$ cat config.mk
export PLATFORM = sky130hd
export DESIGN_NAME = uart_receiver
export DESIGN_NICKNAME = d
export VERILOG_FILES = /design/src/rtl/uart_receiver.sv
export SDC_FILE = /design/constraint.sdc
export NUM_CORES = 1
export LEC_CHECK = 0
export CAP_MARGIN = 15
export CORE_ASPECT_RATIO = 1.1
export CORE_UTILIZATION = 49
export CTS_CLUSTER_DIAMETER = 150
export DETAILED_ROUTE_END_ITERATION = 10
export PLACE_DENSITY = 0.83
export SYNTH_ARGS = -nofsm -noshare
export SYNTH_HDL_FRONTEND = slang
export SYNTH_SLANG_ARGS = --single-unit
$ cat constraint.sdc
create_clock -name clk_50m -period 4.7 [get_ports clk_50m]
set_input_delay 0.47 -clock clk_50m [delete_from_list [all_inputs] [get_ports clk_50m]]
set_output_delay 0.47 -clock clk_50m [all_outputs]
set_load 0.02 [all_outputs]
$ cat src/rtl/uart_receiver.sv
// UART receive path: 16x oversampled 8N1 deframer with held-ready output.
// Define UART_RX_PARITY_EN for 8E1 framing and the parity_err flag.
module uart_receiver #(
    parameter int DATA_BITS  = 8,
    parameter int OVERSAMPLE = 16
) (
    input  logic                 clk_50m,
    input  logic                 rst_n,
    input  logic                 clken,
    input  logic                 Rx,
    input  logic                 rdy_clr,
    output logic [DATA_BITS-1:0] data_out,
    output logic                 rdy,
    output logic                 Rx_busy,
    output logic                 frame_err,
    output logic                 overrun
`ifdef UART_RX_PARITY_EN
    ,
    output logic                 parity_err
`endif
);

    localparam int SW = $clog2(OVERSAMPLE);
    localparam int BW = (DATA_BITS > 1) ? $clog2(DATA_BITS) : 1;
    localparam logic [SW-1:0] HALF = SW'(OVERSAMPLE / 2 - 1);
    localparam logic [SW-1:0] FULL = SW'(OVERSAMPLE - 1);
    localparam logic [BW-1:0] LAST = BW'(DATA_BITS - 1);

`ifdef UART_RX_PARITY_EN
    typedef enum logic [2:0] {IDLE, START, DATA, PARITY, STOP} state_t;
`else
    typedef enum logic [1:0] {IDLE, START, DATA, STOP} state_t;
`endif

    state_t               state, state_n;
    logic [1:0]           sync;
    logic                 rx_s;
    logic [SW-1:0]        scnt, scnt_n;
    logic [BW-1:0]        bcnt, bcnt_n;
    logic [DATA_BITS-1:0] sreg, sreg_n;
    logic                 good;
    logic                 ferr;
    logic                 par_ok;

`ifdef UART_RX_PARITY_EN
    logic perr, perr_n;
    logic pfail;
    assign par_ok = !perr;
`else
    assign par_ok = 1'b1;
`endif

    assign rx_s    = sync[1];
    assign Rx_busy = (state != IDLE);

    always_ff @(posedge clk_50m or negedge rst_n) begin
        if (!rst_n) begin
            sync  <= 2'b11;
            state <= IDLE;
            scnt  <= '0;
            bcnt  <= '0;
            sreg  <= '0;
`ifdef UART_RX_PARITY_EN
            perr  <= 1'b0;
`endif
        end else begin
            sync  <= {sync[0], Rx};
            state <= state_n;
            scnt  <= scnt_n;
            bcnt  <= bcnt_n;
            sreg  <= sreg_n;
`ifdef UART_RX_PARITY_EN
            perr  <= perr_n;
`endif
        end
    end

    always_comb begin
        state_n = state;
        scnt_n  = scnt;
        bcnt_n  = bcnt;
        sreg_n  = sreg;
        good    = 1'b0;
        ferr    = 1'b0;
`ifdef UART_RX_PARITY_EN
        perr_n  = perr;
        pfail   = 1'b0;
`endif
        if (clken) begin
            unique case (state)
                IDLE: begin
                    if (!rx_s) begin
                        state_n = START;
                        scnt_n  = '0;
                    end
                end
                START: begin
                    if (scnt == HALF) begin
                        if (rx_s) begin
                            state_n = IDLE;
                        end else begin
                            state_n = DATA;
                            scnt_n  = '0;
                            bcnt_n  = '0;
`ifdef UART_RX_PARITY_EN
                            perr_n  = 1'b0;
`endif
                        end
                    end else begin
                        scnt_n = scnt + 1'b1;
                    end
                end
                DATA: begin
                    // scnt wraps to 0 at FULL since OVERSAMPLE is a power of two
                    scnt_n = scnt + 1'b1;
                    if (scnt == FULL) begin
                        sreg_n = {rx_s, sreg[DATA_BITS-1:1]};
                        bcnt_n = bcnt + 1'b1;
                        if (bcnt == LAST) begin
`ifdef UART_RX_PARITY_EN
                            state_n = PARITY;
`else
                            state_n = STOP;
`endif
                        end
                    end
                end
`ifdef UART_RX_PARITY_EN
                PARITY: begin
                    scnt_n = scnt + 1'b1;
                    if (scnt == FULL) begin
                        perr_n  = rx_s ^ (^sreg);
                        state_n = STOP;
                    end
                end
`endif
                STOP: begin
                    scnt_n = scnt + 1'b1;
                    if (scnt == FULL) begin
                        state_n = IDLE;
                        ferr    = !rx_s;
                        good    = rx_s && par_ok;
`ifdef UART_RX_PARITY_EN
                        pfail   = perr;
`endif
                    end
                end
                default: state_n = IDLE;
            endcase
        end
    end

    // a completing good frame overrides a same-cycle acknowledge
    always_ff @(posedge clk_50m or negedge rst_n) begin
        if (!rst_n) begin
            data_out   <= '0;
            rdy        <= 1'b0;
            frame_err  <= 1'b0;
            overrun    <= 1'b0;
`ifdef UART_RX_PARITY_EN
            parity_err <= 1'b0;
`endif
        end else begin
            if (rdy_clr) begin
                rdy        <= 1'b0;
                frame_err  <= 1'b0;
                overrun    <= 1'b0;
`ifdef UART_RX_PARITY_EN
                parity_err <= 1'b0;
`endif
            end
            if (good) begin
                if (!rdy || rdy_clr) begin
                    data_out <= sreg;
                    rdy      <= 1'b1;
                end else begin
                    overrun  <= 1'b1;
                end
            end
            if (ferr) begin
                frame_err <= 1'b1;
            end
`ifdef UART_RX_PARITY_EN
            if (pfail) begin
                parity_err <= 1'b1;
            end
`endif
        end
    end

endmodule

# == After elaboration in Yosys (flattened, before gate mapping) ==
# Cells that the tools add are included.
# totals
ff_bits,30
inputBits,5
output_inout_bits,12
elab_cells,63
# op_classes
addsub,2
eq_ne,12
muxes,28
reduce_logical,12
# op_table
op,count
1-bit two-way mux,14
2-bit two-way mux,6
2-bit != test (second input constant),6
4-bit one-hot mux with 3 select lines,1
3-bit two-way mux,3
4-bit two-way mux,2
2-bit one-hot mux with 4 select lines,1
3-bit one-hot mux with 2 select lines,1
6-bit AND reduction,1
2-bit nonzero test,3
5-bit AND reduction,1
4-bit by 1-bit adder with 4-bit output (second input constant),1
2-bit == test (second input constant),2
4-bit by 3-bit == test with 1-bit output (second input constant),1
4-bit == test (second input constant),1
3-bit by 1-bit adder with 3-bit output (second input constant),1
3-bit == test (second input constant),1
3-bit AND reduction,1
2-bit by 1-bit == test with 1-bit output (second input constant),1
1-bit logical NOT,2
2-bit logical NOT,1
2-bit AND reduction,1
2-bit OR reduction,1
1-bit logical OR,1

# == Longest topological paths before layout ==
# depth
depth_word,5
mapped_depth,5

# == Worst setup path after synthesis ==
# OpenSTA, ideal clock, no wires.
# synth_path
path_kind,register to register
from,register scnt[0]
to,register data_out[0]
setup_time_ps,125
t_arrival_ps,1436
required_ps,4575
path_slack_ps,3139
stages_incl_launch_ff,6
n_path_buf,1
period_less_slack_ps,1561
path_cell_list,dfrtp_1 ha_1 and4_4 o211a_1 buf_6 mux2_4
# synth_between
elab_chain_cells,5
# synth_lines
element,line_no,text
"start, declared",38,"logic [SW-1:0] scnt, scnt_n;"
"start signal, assigned",69,scnt <= scnt_n;
4-bit == test,139,if (scnt == FULL) begin
1-bit two-way mux,139,
1-bit two-way mux,90,unique case (state)
1-bit two-way mux,89,if (clken) begin
2-bit AND reduction (no source line),n/a,
"end signal, assigned",174,data_out <= sreg;
"end, declared",12,"output logic [DATA_BITS-1:0] data_out,"
# No other way between the ends.
# A chain may end at the register's enable or synchronous reset.

==> impl_metrics.ini <==
[worst_hold_path]
min_path_type = reg2reg
hold_depth = 0
hold_start = sync[0]
holdPathEnd = sync[1]

[sta]
finalMaxSlewViolations = 0
clock.fmax_ghz = 0.456
setup_violations = 0
post-route-min-period_ns = 2.19
slew_headroom = 0.696
worstMarginPinSlew_ns = 0.455
rsz0062_at_grt = no
hold_violations = 0
fin_skew_ns = 0.0133
period_share = 0.466
final.setup.tns_ns = 0

[route]
drt_iter0_drc = 18
drtPass1Iterations = 4
wl_per_cell_um = 15.3
final_antenna_net_count = 0
drc = 0
vias_per_cell = 5.70
num_vias = 900
routed_wl_um = 2420

[floorplan]
core_um2 = 2780
die_y_um = 58.8
start_util = 0.518
floorplan.rows = 20
dieArea_um2 = 3160
pin_count = 17
die-width_um = 53.7

[synth]
synth_top_area_frac = 0.487
synthDistinctLibCells = 41
syn_area_um2 = 1440
ys_seq_area_frac = 0.523
yosysWarnings = 0
avgSynthCellArea_um2 = 13.6
syn_inst = 106
synth_top_area_cell = dfrtp_1
yosys-top-cells-area = dfrtp_1, mux2_4, dfstp_2
syn_nets = 114
ys_seq_elements = 30

[setup_path]
startpoint_type = flop
critPathCaptureType = output pin
rr_worst_depth = 4
r2r-start = scnt[1]
critPathArrivalTime_ns = 1.72
r2r_end = data_out[2]
worstPathMaxFanout = 12
worstPathRequired_ns = 4.23
r2r_slack_ns = 2.78
critical_path_class = reg2out

[clock_network]
path_clk_slew_ns = 0.10
cts.sinks = 30
clk_latency_ns = 0.32
cts_buffers = 5
cts_buffer_depth = 2
cts_root_buf = clkbuf_4
cts_tree = built
cts_resized = 0
cts.hold.buffers_added = 0
cts_max_level = 2
post-cts-setup-buffers = 0

[run]
max_cap_viol_count = 0

[grt]
grt_pass1_vias = 884
overflow = 0
grt_max_degree = 31
antenna_found_initial = 0
grtUsageTotal = 0.183
grt_pass1_wl_um = 4100

[layout]
diodes = 0
drive_gt1_frac = 0.240
fin_nets = 132
final_area_um2 = 1660
area_growth_pct = 15.6

[run_status]
outcome = finished clean

[power_and_ir_drop]
ir_drop_mv = 0.245
p_leak_nw = 0.772
pwr_density_cell_nw_per_um2 = 403

[place]
gp_congestion = 0.821
place_hpwl_um = 1620
port_buffers = 16
place_area_um2 = 1600
==> layout make-up <==
type / instances / area, µm²
timing repair buffer: 17 / 168
clock buffer: 6 / 51.3
inverter: 3 / 11.3
clock inverter: 2 / 12.5
tap: 33 / 41.3
fill: 212 / 1110
multi-input combinational: 67 / 626
sequential: 30 / 753
==> layer usage <==
metal	wire, µm	part of all wire	GRT usage
met5	0	0	0
met2	1140	0.47	0.263
met3	107	0.044	0.0620
met4	31	0.013	0.0677
met1	1140	0.47	0.255
==> how the worst max path moves through the flow <==
stage,startpoint,to,slack (ns),cells past startpoint
6_report,flop,Rx_busy,2.51,2
2_1_floorplan,scnt[0],data_out[0],3.14,5
5_1_grt,state[0],Rx_busy,2.43,2
3_5_place_dp,clken,data_out[7],2.39,4
4_1_cts,flop,Rx_busy,2.51,2
3_3_place_gp,clken,data_out[5],2.45,4
==> critical path: stages (launching register included) <==
cell             delay, ns
dfrtp_1               0.59
or2_1                 0.20
clkdlybuf4s50_1       0.61
==> sequential cells by signal (all words and copies together), names as in the netlist, named ones only <==
signal / count
bcnt: 3
data_out: 8
frame_err: 1
overrun: 1
rdy: 1
scnt: 4
sreg: 8
state: 1
sync: 2
==> cells by family (layout without fill, tap and decap cells) <==
| family | Yosys count | in the layout | share of synthesized area |
|---|---|---|---|
| flops | 30 | 30 | 0.523 |
| simple gates | 24 | 24 | 0.115 |
| compound gates | 20 | 20 | 0.103 |
| mux | 18 | 18 | 0.179 |
| buf+inv | 9 | 28 | 0.0417 |
| fa+ha+maj | 3 | 3 | 0.0261 |
| xor+xnor | 2 | 2 | 0.0122 |
==> power by group <==
part	leakage, nW	switching [mW]	internal, mW
clock network	0.0343	0.0900	0.0718
logic	0.339	0.0706	0.0885
registers	0.399	0.0620	0.288
==> cell usage after synthesis <==
master,count
a211oi_1,1
a21boi_1,1
a21oi_1,3
a22o_1,3
a311o_1,1
a31oi_1,3
a32o_1,1
a41o_1,1
and2_4,1
and2b_1,1
and3_1,1
and3_4,1
and3b_1,1
and4_4,1
buf_2,3
buf_6,3
clkinv_1,1
dfrtp_1,28
dfstp_2,2
ha_1,3
inv_1,2
mux2_1,1
mux2_2,1
mux2_4,15
mux2i_1,1
nand2_1,3
nand2b_1,3
nand3_1,2
nand3b_1,3
nand4_1,1
nand4bb_1,1
nor2_1,1
nor2b_1,2
nor4b_1,1
o211a_1,1
o21a_1,1
o21ai_0,1
o21ai_1,2
o21ba_1,1
or2_1,1
xnor2_1,2
==> placed cells by master (no fill, tap or decap), types with 5 or more instances in the layout <==
cell,instances
clkbuf_4,5
clkdlybuf4s50_1,16
dfrtp_1,28
mux2_4,15
==> stage by stage <==
step	worst slack (ns)	hold WS [ns]	total power, mW	cells	util
after floorplan	3.14	0.174	0.472	106	-
after global placement	2.45	0.346	0.496	150	0.576
after detailed placement	2.39	0.350	0.509	150	0.576
after CTS	2.51	0.363	0.674	158	0.599
after global routing	2.43	0.374	0.711	158	0.599
final	2.51	0.361	0.671	158	0.599
(Power assumes the default switching activity.)
==> edit: new RTL, config.mk and constraints unchanged <==
`OVERSAMPLE`: 16 -> 32.
--- a/src/rtl/uart_receiver.sv
+++ b/src/rtl/uart_receiver.sv
@@ -3,5 +3,5 @@
 module uart_receiver #(
     parameter int DATA_BITS  = 8,
-    parameter int OVERSAMPLE = 16
+    parameter int OVERSAMPLE = 32
 ) (
     input  logic                 clk_50m,
Formal check against the unedited RTL: same outputs for any inputs over 10 cycles, from zero or initial values and one cycle with rst_n low; that may be too few to reach the edited logic, so the function may still have changed.
==> edit against the original RTL <==
Final area fell by 0.53%. Sequential cell count rose by 1. Total power fell by 3.8%. Worst hold slack improved by 0.0031 ns. Setup slack got worse by 0.038 ns. Global-route usage rose by 1.5 points. Clock power fell by 7%. Wire length rose by 1.4%. Synthesized area fell by 2.3%. Largest cell class unchanged.
==> edit: results (changes against the original RTL) <==
| Metric | Value |
|---|---|
| Number of global-route vias before repair | 931 (+5.3%) |
| H-tree depth | 2 (unchanged) |
| Fillers | 225 (+6.1%) |
| Final GP Congestion | 0.777 (-5.4%) |
| Share of post-route cells with drive strength above 1 | 24.1% (+0.060 points) |
| Latest clock arrival within the worst-skew pair | 0.34 ns (+0.02 ns) |
| DP HPWL | 1740 microns (+7.6%) |
| WHS | 0.364 ns (+0.00307 ns) |
| WL met1 | 1070 microns (-6.2%) |
| CP max FO | 16 (+4) |
| Finished Layout Cells | 166 (+5.1%) |
| Final #Nets | 143 (+8.3%) |
| Met2 GRT Util | 30.4% (+4.1 points) |
| Met3 Use GR | 7.09% (+0.89 points) |
| Cell Pwr Density | 390 nW/um^2 (-3.3%) |
| Met1 Track Usage GR | 23.3% (-2.1 points) |
| Worst EP arrival | 1.76 ns (+0.04 ns) |
| Routed len/inst | 14.8 microns (-3.5%) |
| First-pass GRT wire length | 4190 microns (+2.2%) |
| Initial DRC Count | 6 (-12) |
| DR WL met2 | 1220 microns (+7.2%) |
| Commonest cells post-synth | 29 x dfrtp_1, 16 x mux2_2, 8 x nand2_1 |
| FF-to-FF path depth | 6 (+2) |
| Multiplexer area fraction after synthesis | 13.5% (-4.4 points) |
| Mapped Cells | 111 (+4.7%) |
| Synth Area in XOR/XNOR | 0% (-1.2 points) |
| Lkg Pwr | 0.803 nW (+4.1%) |
| P_clk | 0.000151 W (-7%) |
| Total GRT Usage | 19.9% (+1.5 points) |
| CTS root buffer | clkbuf_4 |
| R2R setup slack | 2.66 ns (-0.12 ns) |
| Placed Cells | 158 (+5.3%) |
| Largest net degree at the start of global routing | 32 (+3.2%) |
| Synth Area in Adders | 5.34% (+2.7 points) |
| P_int | 0.000434 W (-3.2%) |
| Distinct cell type count after synthesis | 34 (-17%) |
| DR vias/cell | 5.46 (-4.2%) |
| Compound-Gate Fraction of Synth Area | 10.3% (+0.069 points) |
| Highest metal used | met4 |
| Mapped Nets | 122 (+7.0%) |
| Placed Area | 1600 sq um (about the same) |
| Sequential area share after synthesis | 55.4% (+3.0 points) |
| Worst clock skew | 0.0108 ns (-0.00252 ns) |
| Sequential power share | 54.3% (+2.1 points) |
| Minimum clock period | 2.23 ns (+0.0375 ns) |
| Max VDD drop | 0.295 mV (+21%) |
| Outcome | completed |
| Routed wl met3 | 95 microns (-11%) |
==> edit: changes by cell type after synthesis, sizes merged, moves of 3 or more <==
cell | before | now
a31oi | 3 | 0
buf | 6 | 2
ha | 3 | 6
inv | 2 | 5
nand2 | 3 | 8
nand3b | 3 | 0
o21ai | 3 | 7
==> edit: path summary, 6_finish.rpt <==
path	start	end
min in group asynchronous	rst_n	state[0]
min reg2reg	sync[0]	sync[1]
min	sync[0]	sync[1]
max in group asynchronous	rst_n	sync[1]
max	register	Rx_busy
max reg2reg	scnt[0]	data_out[7]
==> edit: worst max-delay path: stages, from the launching register on <==
cell and delay, ns:
dfrtp_1 0.54, or2_2 0.35, clkdlybuf4s50_1 0.53
==> edit: layout make-up <==
class	instances	area (sq um)	area share, %
multi-input cells	72	594	35.9
clock inverters	2	12.5	0.756
clock buffers	6	41.3	2.50
repair buffers	17	168	10.1
inverters	5	18.8	1.13
well taps	33	41.3	2.50
flip-flops and latches	31	778	47.0
